$ cat src/rtl/spike_event_encoder.sv
// rtl/spike_event_encoder.sv - threshold spike detector with refractory gating and timestamp FIFO
// Optional spike-rate window enabled by defining SPIKE_RATE_EN.
module spike_event_encoder #(
    parameter logic signed [20:0] V_TH         = 21'sd15360,
    parameter int                 REFR_STEPS   = 2,
    parameter int                 FIFO_DEPTH   = 8,
    parameter int                 TS_W         = 16,
    parameter int                 WINDOW_STEPS = 100
) (
    input  logic                          clk,
    input  logic                          set,
    input  logic signed [20:0]            v_in,
    input  logic                          v_valid,
    output logic                          spike,
    output logic [15:0]                   spike_count,
    output logic                          ev_valid,
    output logic [TS_W-1:0]               ev_data,
    input  logic                          ev_ready,
    output logic [$clog2(FIFO_DEPTH):0]   fifo_level,
    output logic                          overflow,
    output logic [7:0]                    rate,
    output logic                          rate_valid
);

    localparam int AW = $clog2(FIFO_DEPTH);
    localparam int LW = AW + 1;

    logic [TS_W-1:0] step_cnt;
    logic [7:0]      refr_cnt;
    logic            armed;
    logic            fire;

    logic [TS_W-1:0] mem [FIFO_DEPTH];
    logic [AW-1:0]   wr_ptr;
    logic [AW-1:0]   rd_ptr;
    logic [LW-1:0]   level;
    logic            full;
    logic            pop;
    logic            push;

    assign fire = v_valid && armed && (v_in >= V_TH) && (refr_cnt == 8'd0);

    assign full = (level == LW'(FIFO_DEPTH));
    assign pop  = (level != '0) && ev_ready;
    // A full FIFO still accepts a push when the head leaves on the same edge.
    assign push = fire && (!full || pop);

    always_ff @(posedge clk or posedge set) begin
        if (set) begin
            step_cnt    <= '0;
            refr_cnt    <= '0;
            armed       <= 1'b1;
            spike       <= 1'b0;
            spike_count <= '0;
        end else begin
            spike <= fire;
            if (v_valid) begin
                step_cnt <= step_cnt + 1'b1;
                if (v_in < V_TH)
                    armed <= 1'b1;
                else if (fire)
                    armed <= 1'b0;
                if (fire)
                    refr_cnt <= 8'(REFR_STEPS);
                else if (refr_cnt != 8'd0)
                    refr_cnt <= refr_cnt - 8'd1;
            end
            if (fire && spike_count != 16'hFFFF)
                spike_count <= spike_count + 16'd1;
        end
    end

    always_ff @(posedge clk) begin
        if (push)
            mem[wr_ptr] <= step_cnt;
    end

    always_ff @(posedge clk or posedge set) begin
        if (set) begin
            wr_ptr   <= '0;
            rd_ptr   <= '0;
            level    <= '0;
            overflow <= 1'b0;
        end else begin
            if (push)
                wr_ptr <= wr_ptr + 1'b1;
            if (pop)
                rd_ptr <= rd_ptr + 1'b1;
            case ({push, pop})
                2'b10:   level <= level + 1'b1;
                2'b01:   level <= level - 1'b1;
                default: level <= level;
            endcase
            if (fire && !push)
                overflow <= 1'b1;
        end
    end

    assign ev_valid   = (level != '0);
    assign ev_data    = ev_valid ? mem[rd_ptr] : '0;
    assign fifo_level = level;

`ifdef SPIKE_RATE_EN
    localparam logic [15:0] WIN_LAST = 16'(WINDOW_STEPS - 1);

    logic [15:0] win_cnt;
    logic [7:0]  win_spk;

    always_ff @(posedge clk or posedge set) begin
        if (set) begin
            win_cnt    <= '0;
            win_spk    <= '0;
            rate       <= '0;
            rate_valid <= 1'b0;
        end else begin
            rate_valid <= 1'b0;
            if (v_valid) begin
                if (win_cnt == WIN_LAST) begin
                    // A fire on the closing step counts here and never seeds the next window.
                    win_cnt    <= '0;
                    win_spk    <= '0;
                    rate       <= (fire && win_spk != 8'hFF) ? win_spk + 8'd1 : win_spk;
                    rate_valid <= 1'b1;
                end else begin
                    win_cnt <= win_cnt + 16'd1;
                    if (fire && win_spk != 8'hFF)
                        win_spk <= win_spk + 8'd1;
                end
            end
        end
    end
`else
    assign rate       = '0;
    assign rate_valid = 1'b0;
`endif

endmodule
$ cat config.mk
export PLATFORM = sky130hd
export DESIGN_NAME = spike_event_encoder
export DESIGN_NICKNAME = d
export VERILOG_FILES = /design/src/rtl/spike_event_encoder.sv
export SDC_FILE = /design/constraint.sdc
export NUM_CORES = 1
export LEC_CHECK = 0
export ABC_AREA = 1
export ABC_CLOCK_PERIOD_IN_PS = 9070
export CAP_MARGIN = 20
export CORE_MARGIN = 1.5
export CORE_UTILIZATION = 33
export DETAILED_ROUTE_END_ITERATION = 10
export GPL_ROUTABILITY_DRIVEN = 0
export GPL_TIMING_DRIVEN = 1
export HOLD_SLACK_MARGIN = 0.12
export PLACE_DENSITY_LB_ADDON = 0.1
export SYNTH_ARGS = -nofsm -noshare
export SYNTH_HDL_FRONTEND = slang
export SYNTH_SLANG_ARGS = --single-unit
$ cat constraint.sdc
create_clock -name clk -period 9.07 [get_ports clk]
set_clock_uncertainty 0.05 [all_clocks]
set_input_delay 1.814 -clock clk [delete_from_list [all_inputs] [get_ports clk]]
set_output_delay 1.814 -clock clk [all_outputs]
set_load 0.01 [all_outputs]
* After elaboration in Yosys (flattened, before gate mapping)
Memories as Yosys holds them, arrays and structs flattened.
Index checks and enable logic that the tools add are counted.
** Word-level totals
- Word-level logic and storage cells :: 49
- Flip-flop bits (word level) :: 53
- Input port bits :: 25
- Memories :: 1
- Memory bits (writable) :: 128
- Output and inout bits :: 48
** Operators by class
- Order comparisons :: 2
- Equal/unequal tests :: 4
- Add/sub/neg operators :: 7
- Reductions and logical operators :: 18
- Mux-type cells :: 8
** Memories
- mem :: depth 8, bits a word 16, read ports 1, clocked after Yosys merged registers in 0, wr ports 1, RTL line 33 : logic [TS_W-1:0] mem [FIFO_DEPTH];
** Operators with widths (number)
- 16-bit by 1-bit adder with 16-bit output (second input constant) :: 2
- 21-bit by 15-bit greater-or-equal comparator with 1-bit output (second input constant) :: 1
- 21-bit by 15-bit < comparator with 1-bit output (second input constant) :: 1
- 16-bit two-way mux :: 1
- 8-bit two-way mux :: 2
- 16-bit != test (second input constant) :: 1
- 8-bit zero test :: 1
- 4-bit one-hot mux with 2 select lines :: 1
- 8-bit nonzero test :: 1
- 8-bit by 1-bit subtractor with 8-bit output (second input constant) :: 1
- 1-bit logical AND :: 7
- 3-bit by 1-bit adder with 3-bit output (second input constant) :: 2
- 2-bit nonzero test :: 3
- 4-bit by 1-bit adder with 4-bit output (second input constant) :: 1
- 4-bit == test (second input constant) :: 1
- 1-bit two-way mux :: 4
- 2-bit AND reduction :: 2
- 4-bit nonzero test :: 1
- 4-bit by 1-bit subtractor with 4-bit output (second input constant) :: 1
- 2-bit by 1-bit == test with 1-bit output (second input constant) :: 1
- 2-bit == test (second input constant) :: 1
- 1-bit zero test :: 2
- 1-bit logical OR :: 1

* Longest topological paths before layout
- Word-level depth :: 6
- Gate-level depth with buffers :: 16
- Gate-level depth less buffers :: 16

* Worst setup path after synthesis
No wires, ideal clock.
- Kind :: input-to-reg
- Start :: in v_valid
- End :: mem mem[0][0] (enable)
- Arrival :: 3.805 ns
- Required time :: 8.611 ns
- Stages on the path :: 8
- Buffers on the path :: 1
- Slack :: 4.806 ns
- Library setup time :: 0.409 ns
- Cells stage by stage :: buf_2 -> nand2_1 -> inv_1 -> nand3_2 -> nor2_4 -> nand2_4 -> or2_4 -> nor3_1
** On the way
- Longest elaborated chain between the ends :: 6
** RTL lines
- start: declaration :: RTL line 13 : input logic v_valid,
- 1-bit logical AND (3 in series) :: RTL line 41 : assign fire = v_valid && armed && (v_in >= V_TH) && (refr_cnt == 8'd0);
- via fire :: RTL line 31 : logic fire;
- 1-bit logical AND :: RTL line 46 : assign push = fire && (!full || pop);
- 1-bit two-way mux :: RTL line 74 : if (push)
- 1-bit two-way mux (implied by the code) :: RTL line 75 : mem[wr_ptr] <= step_cnt;
- end: declaration :: RTL line 33
The timed path passes the listed nets, and every way through them passes these cells.

* Worst setup path after layout
- Start :: reg rd_ptr[0]
- End :: out ev_data[7]
** On the way
- Longest elaborated chain between the ends :: 2
** RTL lines
- start: declaration :: RTL line 35 : logic [AW-1:0] rd_ptr;
- start signal: assignment :: RTL line 88 : rd_ptr <= rd_ptr + 1'b1;
- memory read 8 x 16 bit
- 16-bit two-way mux :: RTL line 100 : assign ev_data = ev_valid ? mem[rd_ptr] : '0;
- end: declaration :: RTL line 17 : output logic [TS_W-1:0] ev_data,
Every way passes these cells.

==> flow_summary.json <==
{
  "io_buffers": 53,
  "grt_usage_pct": 15.8,
  "finalCritPeriodShare_pct": 51.3,
  "num_rows": 56,
  "crit_path_end": "ev_data[7]",
  "synth_common_cells": "edfxtp_1, nor2_1, nand2_1, o21ai_0, inv_1",
  "diodes": 0,
  "cp_data_arrival_time_ps": 2790,
  "cts.sinks": 181,
  "wirelength_mm": 18.3,
  "htreeDepth": 4,
  "drcViolationCount": 0,
  "synth_most_common_cell": "edfxtp_1",
  "grt_pass1_vias": 5330,
  "fp.dieH_um": 158,
  "clockBufferDepth": 2,
  "critPathLaunch": "rd_ptr[0]$_DFFE_PP0P_",
  "seq_area_sq_um": 5170,
  "synth_edf_count": 128,
  "ys_warn_count": 0,
  "io_pins": 73,
  "root_buffer": "clkbuf_16",
  "area_delta_synth_final_pct": 19.3,
  "powerDensity_nw_per_um2": 275,
  "antenna_found_initial": 0,
  "via_count": 5338,
  "synth_cells": 729,
  "drive_gt1_share_pct": 9.24,
  "hold_buffers": 0,
  "setup_viol": 0,
  "n_fill_cell": 2272,
  "status": "finished, final reports clean",
  "start_util_pct": 33.7,
  "synth_area_per_cell_sq_um": 10.8,
  "clk_pin_slew_worst_paths_ps": 70,
  "worstMarginPinSlew_ps": 767,
  "critPathKind": "flip-flop to primary output",
  "timing.final.max_slew_violations": 0,
  "multi_input_area_sq_um": 2400,
  "grt_max_degree": 67,
  "p_leak_nw": 3.54,
  "synth_ff_type": "edfxtp_1",
  "cts_buffers": 17,
  "core-area_sq_um": 23500,
  "hold_violations": 0,
  "die_w_um": 158,
  "synth_top_area_share_pct": 48.6,
  "detail_route.iter0.violations": 236,
  "dp_hpwl_mm": 10.8,
  "ys_seq_elements": 181,
  "grt_first_pass_wirelength_mm": 29.1,
  "async_flop_share_pct": 29.3,
  "fin_util_pct": 40.2,
  "ctsResizeCount": 0,
  "hold_class": "flip-flop to flip-flop",
  "vias_per_cell": 4.77,
  "ant_nets": 0,
  "worstSetupStartpointType": "flip-flop",
  "die-area_sq_um": 24900,
  "routedWlPerCell_um": 16.4,
  "synth_largest_area_cell": "edfxtp_1",
  "finalSetupTns_ps": 0,
  "clk_latency_ps": 430,
  "drv_cap": 0,
  "worst-r2r-setup-slack_ps": 6380,
  "fmaxAchievable_mhz": 215,
  "ys_types": 39,
  "required_ps": 7210,
  "drt_pass1_iterations": 4,
  "worstReg2RegStart": "refr_cnt[0]$_DFFE_PP0P_",
  "synth.area.top_cells": "edfxtp_1, dfrtp_1, nor2_1",
  "r2r_cells": 16,
  "layout_min_cycle_time_ps": 4660,
  "synthesis.area_sq_um": 7910,
  "irDropWorstVdd_mv": 0.195,
  "worstPathMaxFanout": 66,
  "end_kind": "primary output",
  "synth.yosys.seq_area_share_pct": 65.4,
  "timing.slew.headroom_pct": 48.8,
  "r2r_end": "fifo_level[3]$_DFFE_PP0P_",
  "grt-ovfl-total": 0,
  "nets": 822,
  "post_cts_buffers": 0,
  "rsz0062_at_grt": "no",
  "cts_tree": "yes"
}
[cells by family after synthesis]
kind of cell	synth area share [%]
compound gates	9.67
buf+inv	5.13
xor+xnor	3.54
simple gates	14.9
flops	65.4
other cells	0.0474
fa+ha+maj	1.36
[routing by layer]
metal,part of all wire (%),wire [um],track usage [%],vias to the layer above
li1,-,-,-,2608
met1,48,8760,20.7,2624
met2,47,8690,26.0,88
met3,3.3,614,3.18,18
met4,1.5,281,5.26,0
met5,0,0,0,-
[stage by stage]
step                instance area (sq um)  power, mW  setup slack, ps  cells  hold slack (ps)
floorplan                            7940       1.53             4810    737              407
global placement                     8840       1.86             4650   1088              418
detailed placement                   8840       1.88             4630   1088              415
CTS                                  9410       2.61             4220   1119              448
global route                         9430       2.76             4210   1120              482
finish                               9430       2.59             4410   1120              431
[layout by cell type (no fill, tap or decap), types with 9 or more instances in the layout]
cell type	instances
xor2_1	23
nor3_2	9
clkdlybuf4s50_1	53
o22ai_1	17
conb_1	9
a31oi_1	16
dfrtp_1	51
clkbuf_16	17
nor2_1	118
nand4_1	11
nand3_1	18
o21ai_0	88
nand2_1	88
buf_4	13
xnor2_1	9
inv_1	59
edfxtp_1	128
[worst min-delay path by stage]
stage,cells past startpoint,from,to
3_5_place_dp,1,overflow$_DFFE_PP0P_,overflow$_DFFE_PP0P_
6_report,1,overflow$_DFFE_PP0P_,overflow$_DFFE_PP0P_
3_3_place_gp,1,overflow$_DFFE_PP0P_,overflow$_DFFE_PP0P_
2_1_floorplan,1,refr_cnt[0]$_DFFE_PP0P_,refr_cnt[0]$_DFFE_PP0P_
4_1_cts,1,overflow$_DFFE_PP0P_,overflow$_DFFE_PP0P_
5_1_grt,1,overflow$_DFFE_PP0P_,overflow$_DFFE_PP0P_
[sequential cells by signal, indices dropped and copies added (netlist names)]
register and cells:
mem 128, spike_count 16, step_cnt 16, refr_cnt 8
fifo_level 4, rd_ptr 3, wr_ptr 3, armed 1
overflow 1, spike 1
[where the power goes]
| part | internal, mW | total [mW] | switching [mW] |
|---|---|---|---|
| sequential | 0.968 | 1.05 | 0.0801 |
| combinational | 0.328 | 0.814 | 0.486 |
| clock | 0.408 | 0.728 | 0.320 |
[worst max-delay path: stages, from the launching register on]
cell             delay (ps)
dfrtp_2                 370
buf_4                   620
o21ai_0                 190
o22ai_1                 180
o21ai_0                 120
a31oi_1                 300
clkdlybuf4s50_1         590
[final cells by class]
| type | count | share of cell area (%) |
|---|---|---|
| sequential | 181 | 54.8 |
| multi-input combinational | 459 | 25.5 |
| timing repair buffer | 67 | 6.87 |
| clock buffer | 17 | 4.51 |
| tap | 319 | 4.23 |
| inverter | 63 | 2.51 |
| clock inverter | 14 | 1.59 |
Power figures use the tool's default switching activity.
